[src/rtl/router_pkg.sv]
// Shared definitions for the router packet transmitter: FSM states,
// header field layout and command legality.
package router_pkg;

    localparam int MAX_LEN = 63;
    localparam int LEN_W   = 6;
    localparam int DEST_W  = 2;

    // Header byte layout: {len, dest}
    localparam int HDR_DEST_LSB = 0;
    localparam int HDR_DEST_MSB = 1;
    localparam int HDR_LEN_LSB  = 2;
    localparam int HDR_LEN_MSB  = 7;

    localparam logic [DEST_W-1:0] DEST_ILLEGAL = 2'b11;

    typedef enum logic [2:0] {
        IDLE,
        FILL,
        HDR,
        PAYLOAD,
        PARITY,
        GAP
    } tx_state_e;

    typedef struct packed {
        logic [LEN_W-1:0]  len;
        logic [DEST_W-1:0] dest;
    } tx_cmd_t;

    // Pack a command into its on-wire header byte.
    function automatic logic [7:0] make_hdr(input tx_cmd_t cmd);
        logic [7:0] hdr;
        hdr = '0;
        hdr[HDR_DEST_MSB:HDR_DEST_LSB] = cmd.dest;
        hdr[HDR_LEN_MSB:HDR_LEN_LSB]   = cmd.len;
        return hdr;
    endfunction

    // A command is illegal if it targets the unused port or carries no payload.
    function automatic logic cmd_illegal(input tx_cmd_t cmd);
        return (cmd.dest == DEST_ILLEGAL) || (cmd.len == '0);
    endfunction

endpackage

[src/rtl/router_tx_buf.sv]
// Payload store for one packet: filled sequentially during FILL and
// drained sequentially during HDR/PAYLOAD. Read data is the byte at the
// read pointer, registered by the consumer.
module router_tx_buf
    import router_pkg::*;
#(
    parameter int DEPTH = MAX_LEN + 1,
    parameter int PTR_W = LEN_W
) (
    input  logic             clock,
    input  logic             reset,
    input  logic             clr,
    input  logic             wr_en,
    input  logic [7:0]       wr_data,
    input  logic             rd_en,
    output logic [7:0]       rd_data,
    output logic [PTR_W-1:0] wr_ptr,
    output logic [PTR_W-1:0] rd_ptr
);

    logic [7:0] mem [DEPTH];

    // Storage write; contents need no reset since pointers gate every read.
    always_ff @(posedge clock) begin
        if (wr_en) begin
            mem[wr_ptr] <= wr_data;
        end
    end

    // Pointer update; clr restarts both pointers for the next packet.
    always_ff @(posedge clock) begin
        if (reset || clr) begin
            wr_ptr <= '0;
            rd_ptr <= '0;
        end else begin
            if (wr_en) wr_ptr <= wr_ptr + 1'b1;
            if (rd_en) rd_ptr <= rd_ptr + 1'b1;
        end
    end

    assign rd_data = mem[rd_ptr];

endmodule

[src/rtl/router_pkt_tx.sv]
// Router ingress packet transmitter. Buffers a full payload, then emits
// header, payload and XOR parity, holding each byte while the router is
// busy, followed by a fixed inter-packet gap. All outputs are registered.
module router_pkt_tx
    import router_pkg::*;
#(
    parameter int GAP_CYCLES = 2,
    parameter int MAX_LEN    = router_pkg::MAX_LEN
) (
    input  logic              clock,
    input  logic              reset,
    input  logic              cmd_valid,
    output logic              cmd_ready,
    input  logic [DEST_W-1:0] cmd_dest,
    input  logic [LEN_W-1:0]  cmd_len,
    input  logic              pl_valid,
    output logic              pl_ready,
    input  logic [7:0]        pl_data,
    input  logic              busy,
    output logic              pkt_valid,
    output logic [7:0]        data_out,
    output logic              tx_done,
    output logic              cmd_err
);

    tx_state_e        state;
    tx_cmd_t          cmd_q;
    tx_cmd_t          cmd_in;
    logic [7:0]       parity;
    logic [3:0]       gap_cnt;

    logic             wr_en;
    logic             rd_en;
    logic             clr;
    logic [7:0]       rd_data;
    logic [LEN_W-1:0] wr_ptr;
    logic [LEN_W-1:0] rd_ptr;
    logic             last_wr;
    logic             last_rd;

    assign cmd_in = '{len: cmd_len, dest: cmd_dest};

    // pl_ready is exactly the registered FILL indicator, so this is a clean accept.
    assign wr_en   = pl_valid && pl_ready;
    assign last_wr = (wr_ptr == cmd_q.len - 1'b1);
    // rd_ptr counts bytes already loaded into data_out; equal to len means the
    // last payload byte is on the wire.
    assign last_rd = (rd_ptr == cmd_q.len);
    assign rd_en   = !busy && ((state == HDR) || (state == PAYLOAD && !last_rd));
    assign clr     = (state == IDLE);

    router_tx_buf #(
        .DEPTH (MAX_LEN + 1),
        .PTR_W (LEN_W)
    ) u_buf (
        .clock   (clock),
        .reset   (reset),
        .clr     (clr),
        .wr_en   (wr_en),
        .wr_data (pl_data),
        .rd_en   (rd_en),
        .rd_data (rd_data),
        .wr_ptr  (wr_ptr),
        .rd_ptr  (rd_ptr)
    );

    // Transmit FSM with registered handshakes and byte outputs; busy only
    // gates advancement, so a held byte stays bit-stable.
    always_ff @(posedge clock) begin
        if (reset) begin
            state     <= IDLE;
            cmd_q     <= '0;
            parity    <= '0;
            gap_cnt   <= '0;
            cmd_ready <= 1'b0;
            pl_ready  <= 1'b0;
            pkt_valid <= 1'b0;
            data_out  <= '0;
            tx_done   <= 1'b0;
            cmd_err   <= 1'b0;
        end else begin
            tx_done <= 1'b0;
            cmd_err <= 1'b0;
            case (state)
                IDLE: begin
                    cmd_ready <= 1'b1;
                    if (cmd_valid && cmd_ready) begin
                        if (cmd_illegal(cmd_in)) begin
                            cmd_err <= 1'b1;
                        end else begin
                            cmd_q     <= cmd_in;
                            // Parity seeds with the header byte.
                            parity    <= make_hdr(cmd_in);
                            cmd_ready <= 1'b0;
                            pl_ready  <= 1'b1;
                            state     <= FILL;
                        end
                    end
                end
                FILL: begin
                    if (wr_en) begin
                        parity <= parity ^ pl_data;
                        if (last_wr) begin
                            pl_ready  <= 1'b0;
                            pkt_valid <= 1'b1;
                            data_out  <= make_hdr(cmd_q);
                            state     <= HDR;
                        end
                    end
                end
                HDR: begin
                    if (!busy) begin
                        data_out <= rd_data;
                        state    <= PAYLOAD;
                    end
                end
                PAYLOAD: begin
                    if (!busy) begin
                        if (last_rd) begin
                            pkt_valid <= 1'b0;
                            data_out  <= parity;
                            state     <= PARITY;
                        end else begin
                            data_out <= rd_data;
                        end
                    end
                end
                PARITY: begin
                    if (!busy) begin
                        tx_done  <= 1'b1;
                        data_out <= '0;
                        gap_cnt  <= 4'(GAP_CYCLES - 1);
                        state    <= GAP;
                    end
                end
                GAP: begin
                    if (gap_cnt == '0) begin
                        cmd_ready <= 1'b1;
                        state     <= IDLE;
                    end else begin
                        gap_cnt <= gap_cnt - 1'b1;
                    end
                end
                default: begin
                    state <= IDLE;
                end
            endcase
        end
    end

endmodule

[config.mk]
export PLATFORM = sky130hd
export DESIGN_NAME = router_pkt_tx
export DESIGN_NICKNAME = d
export VERILOG_FILES = /design/src/rtl/router_pkg.sv /design/src/rtl/router_tx_buf.sv /design/src/rtl/router_pkt_tx.sv
export SDC_FILE = /design/constraint.sdc
export NUM_CORES = 1
export LEC_CHECK = 0
export ABC_AREA = 1
export BUFFER_PORTS_ARGS = -buffer_cell sky130_fd_sc_hd__buf_4
export CAP_MARGIN = 40
export CORE_ASPECT_RATIO = 0.8
export CORE_MARGIN = 1
export CORE_UTILIZATION = 29
export CTS_CLUSTER_SIZE = 14
export DETAILED_ROUTE_END_ITERATION = 12
export PLACE_DENSITY = 0.41
export SLEW_MARGIN = 20
export SYNTH_ARGS = -nofsm -noshare
export SYNTH_HDL_FRONTEND = slang
export SYNTH_SLANG_ARGS = --single-unit
[constraint.sdc]
create_clock -name clock -period 4.25 [get_ports clock]
set_input_delay 1.0625 -clock clock [delete_from_list [all_inputs] [get_ports clock]]
set_output_delay 1.0625 -clock clock [all_outputs]
set_load 0.02 [all_outputs]
==> impl_metrics.py <==
metrics = {
    "status": {
        "status": "complete, no violations",
    },
    "clock_tree": {
        "post_cts_buffers": 0,
        "root_buffer": "clkbuf_16",
        "htree_levels": 2,
        "post_cts_resized": 0,
        "clkSlewWorstSetupHoldPaths_ns": 0.06,
        "cts_buffers": 60,
        "cts_tree": "built",
        "hold_buffers": 0,
        "cts.sinks": 566,
        "ctsLongestPathBuffers": 3,
        "clock_latency_ns": 0.64,
    },
    "timing": {
        "finClkSkew_ns": 0.0252,
        "drv_slew": 0,
        "rsz0062_at_grt": "false",
        "post-route-min-period_ns": 2.91,
        "tightest_slew_ns": 0.943,
        "finalHoldViolations": 0,
        "finalSetupViolations": 0,
        "setup_tns_ns": 0,
        "fin_crit_sh_pct": 68.6,
        "max_freq_ghz": 0.343,
        "setup_ws_ns": 1.34,
        "relSlewSlack_pct": 37.1,
    },
    "grt": {
        "grt_util_met2_pct": 25.6,
        "grt_overflow": 0,
        "grt_max_degree": 164,
        "busiest_layer": "met1",
        "grt.met3_usage_pct": 2.58,
        "grt_use_met1_pct": 26.6,
        "track_usage_pct": 17.5,
        "grt_pass1_vias": 16400,
        "grt_pass1_wl_mm": 111,
        "antenna_found_initial": 0,
    },
    "critical_path": {
        "r2r-end": "data_out[1]",
        "arrival_ns": 3.50,
        "ff2ff_setup_slack_ns": 1.34,
        "crit_family": "simple AND/OR/NAND/NOR gates",
        "cp-end-kind": "register",
        "critPathBufInv": 4,
        "cp_cell_sequence": "inv_6, buf_16, buf_4, nand2_1, nand2_1, nand2_1, nand3_1, nand3_1, nand3_1, nand3_1, nand2_1, nand2_1, nand3_1, nand2_1, inv_1",
        "rr_worst_depth": 15,
        "crit_required_ns": 4.84,
        "max_stage_delay_ns": 0.47,
        "critPathLaunchType": "register",
        "critPathMaxFanout": 66,
        "crit_slowest_cell": "dfxtp_4",
        "crit_path_frequent_cell": "nand2_1",
        "critical_path_class": "reg2reg",
    },
    "route": {
        "drtIter0Drc": 1607,
        "via_per_inst": 4.72,
        "via_count": 17000,
        "drtPass1Iterations": 5,
        "wirelength_mm": 74.7,
        "route.detailed.drc": 0,
        "wl_per_cell_microns": 20.8,
        "ant_nets": 0,
    },
    "die": {
        "die_area_sq_um": 85400,
        "die_h_microns": 262,
        "pin_count": 34,
        "coreArea_sq_um": 82800,
        "die_w_microns": 326,
        "initial_utilization_pct": 29.5,
        "rows": 94,
    },
    "placement": {
        "post_dp_cell_area_sq_um": 26000,
        "dp_worst_setup_slack_ns": 0.885,
        "gp_congestion": 0.829,
        "dp_hpwl_mm": 46.6,
        "io_buffers": 33,
    },
    "layout": {
        "nets": 2472,
        "final_util_pct": 33.7,
        "diodes": 0,
        "syn_to_final_growth_pct": 14.1,
        "final_area_sq_um": 27900,
        "drive_gt1_share_pct": 8.14,
    },
    "logic_synthesis": {
        "synthCells": 2403,
        "syn_area_sq_um": 24400,
        "ys_warn_count": 0,
        "synth-seq-cells": 566,
        "synthesis.nets": 2428,
        "ys_types": 35,
        "avgSynthCellArea_sq_um": 10.2,
        "synthArstFlopShare_pct": 0,
        "synth-seq-area-share_pct": 67.4,
        "synth_edf_count": 512,
        "synth_ff_type": "edfxtp_1",
    },
    "hold_path": {
        "hold_depth": 2,
        "hold_start": "pkt_valid",
        "holdPathEnd": "pkt_valid",
        "hold_class": "reg2reg",
    },
    "power": {
        "leakage_nw": 10.7,
        "pwr_density_cell_nw_per_um2": 479,
        "total_power_mw": 13.4,
        "vdd_drop_max_v": 0.000323,
    },
    "flow_run": {
        "max-cap-violations": 0,
    },
}
## sequential cells by signal, indices dropped and copies added, names as in the netlist, named ones only
name	cells
data_out	8
pl_ready	1
cmd_err	1
state	3
pkt_valid	1
u_buf.rd_ptr	6
cmd_q	8
cmd_ready	1
tx_done	1
parity	8
u_buf.mem	512
u_buf.wr_ptr	6
gap_cnt	4
## kinds of logic (layout without fill, tap and decap cells)
kind of cell    count (synthesis)  in the layout  share of synthesized area [%]
xor+xnor                       17             17                          0.666
buf+inv                       354            446                           6.22
flops                         566            566                           67.4
fa+ha+maj                       4              4                          0.205
compound gates                114            114                           2.57
simple gates                 1348           1348                           23.0
## Yosys cell counts, types with 12 or more instances
| cell | n | area [sq um] |
|---|---|---|
| clkbuf_1 | 35 | 131 |
| nand2_1 | 768 | 2880 |
| buf_2 | 46 | 230 |
| dfxtp_1 | 54 | 1080 |
| buf_1 | 17 | 63.8 |
| nand3_1 | 369 | 1850 |
| edfxtp_1 | 512 | 15400 |
| a21oi_1 | 33 | 165 |
| inv_1 | 227 | 852 |
| o211ai_1 | 12 | 90.1 |
| nor2_1 | 175 | 657 |
| o21ai_0 | 55 | 275 |
| nor3_1 | 18 | 90.1 |
| buf_6 | 14 | 158 |
## layout make-up
cell class / count / area (sq um)
fill: 8489 / 54900
sequential: 566 / 16500
multi-input combinational: 1483 / 6450
clock buffer: 77 / 1590
tap: 1104 / 1380
inverter: 235 / 892
timing repair buffer: 101 / 840
clock inverter: 33 / 254
## power breakdown
part | switching, mW | internal (mW)
clock | 2.21 | 2.85
sequential | 0.134 | 6.19
combinational | 1.38 | 0.592
## worst max-delay path by stage
stage          cells past startpoint      from                to
6_report                          15  register       data_out[1]
5_1_grt                           14  register       data_out[3]
4_1_cts                           14  register       data_out[4]
3_5_place_dp                       5  pl_valid  u_buf.mem[19][7]
3_3_place_gp                       5  pl_valid  u_buf.mem[19][0]
2_1_floorplan                      5  pl_valid  u_buf.mem[48][0]
## through the flow
| step | instances | hold WS [ns] |
|---|---|---|
| floorplan | 2403 | 0.459 |
| global placement | 3482 | 0.470 |
| detailed placement | 3487 | 0.467 |
| CTS | 3597 | 0.484 |
| global route | 3599 | 0.493 |
| finish | 3599 | 0.477 |
## tightest hold or removal path: cells and delay by family (launching register included)
family	cells	cell delay, ns
flops	1	0.32
simple gates	1	0.06
compound gates	1	0.05
## routing by layer
layer	share of wire [%]	vias up
met5	0.12	-
met4	2.5	2
met3	5.0	97
met2	42	449
met1	51	8359
li1	-	8096
## layout by cell type (no fill, tap or decap), types with 6 or more instances in the layout
master     count
o211ai_1      12
buf_4         95
a211oi_1       8
clkinv_1      16
dfxtp_1       51
edfxtp_1     512
xor2_1        10
clkinv_2       9
clkbuf_1      16
nand2_1      768
a21oi_1       33
inv_1        227
nand4_1        6
clkbuf_16     61
nor2_1       174
nand3_1      369
xnor2_1        6
nor3_1        18
o21ai_0       55
Note: power is estimated with default switching activity, not from simulation.
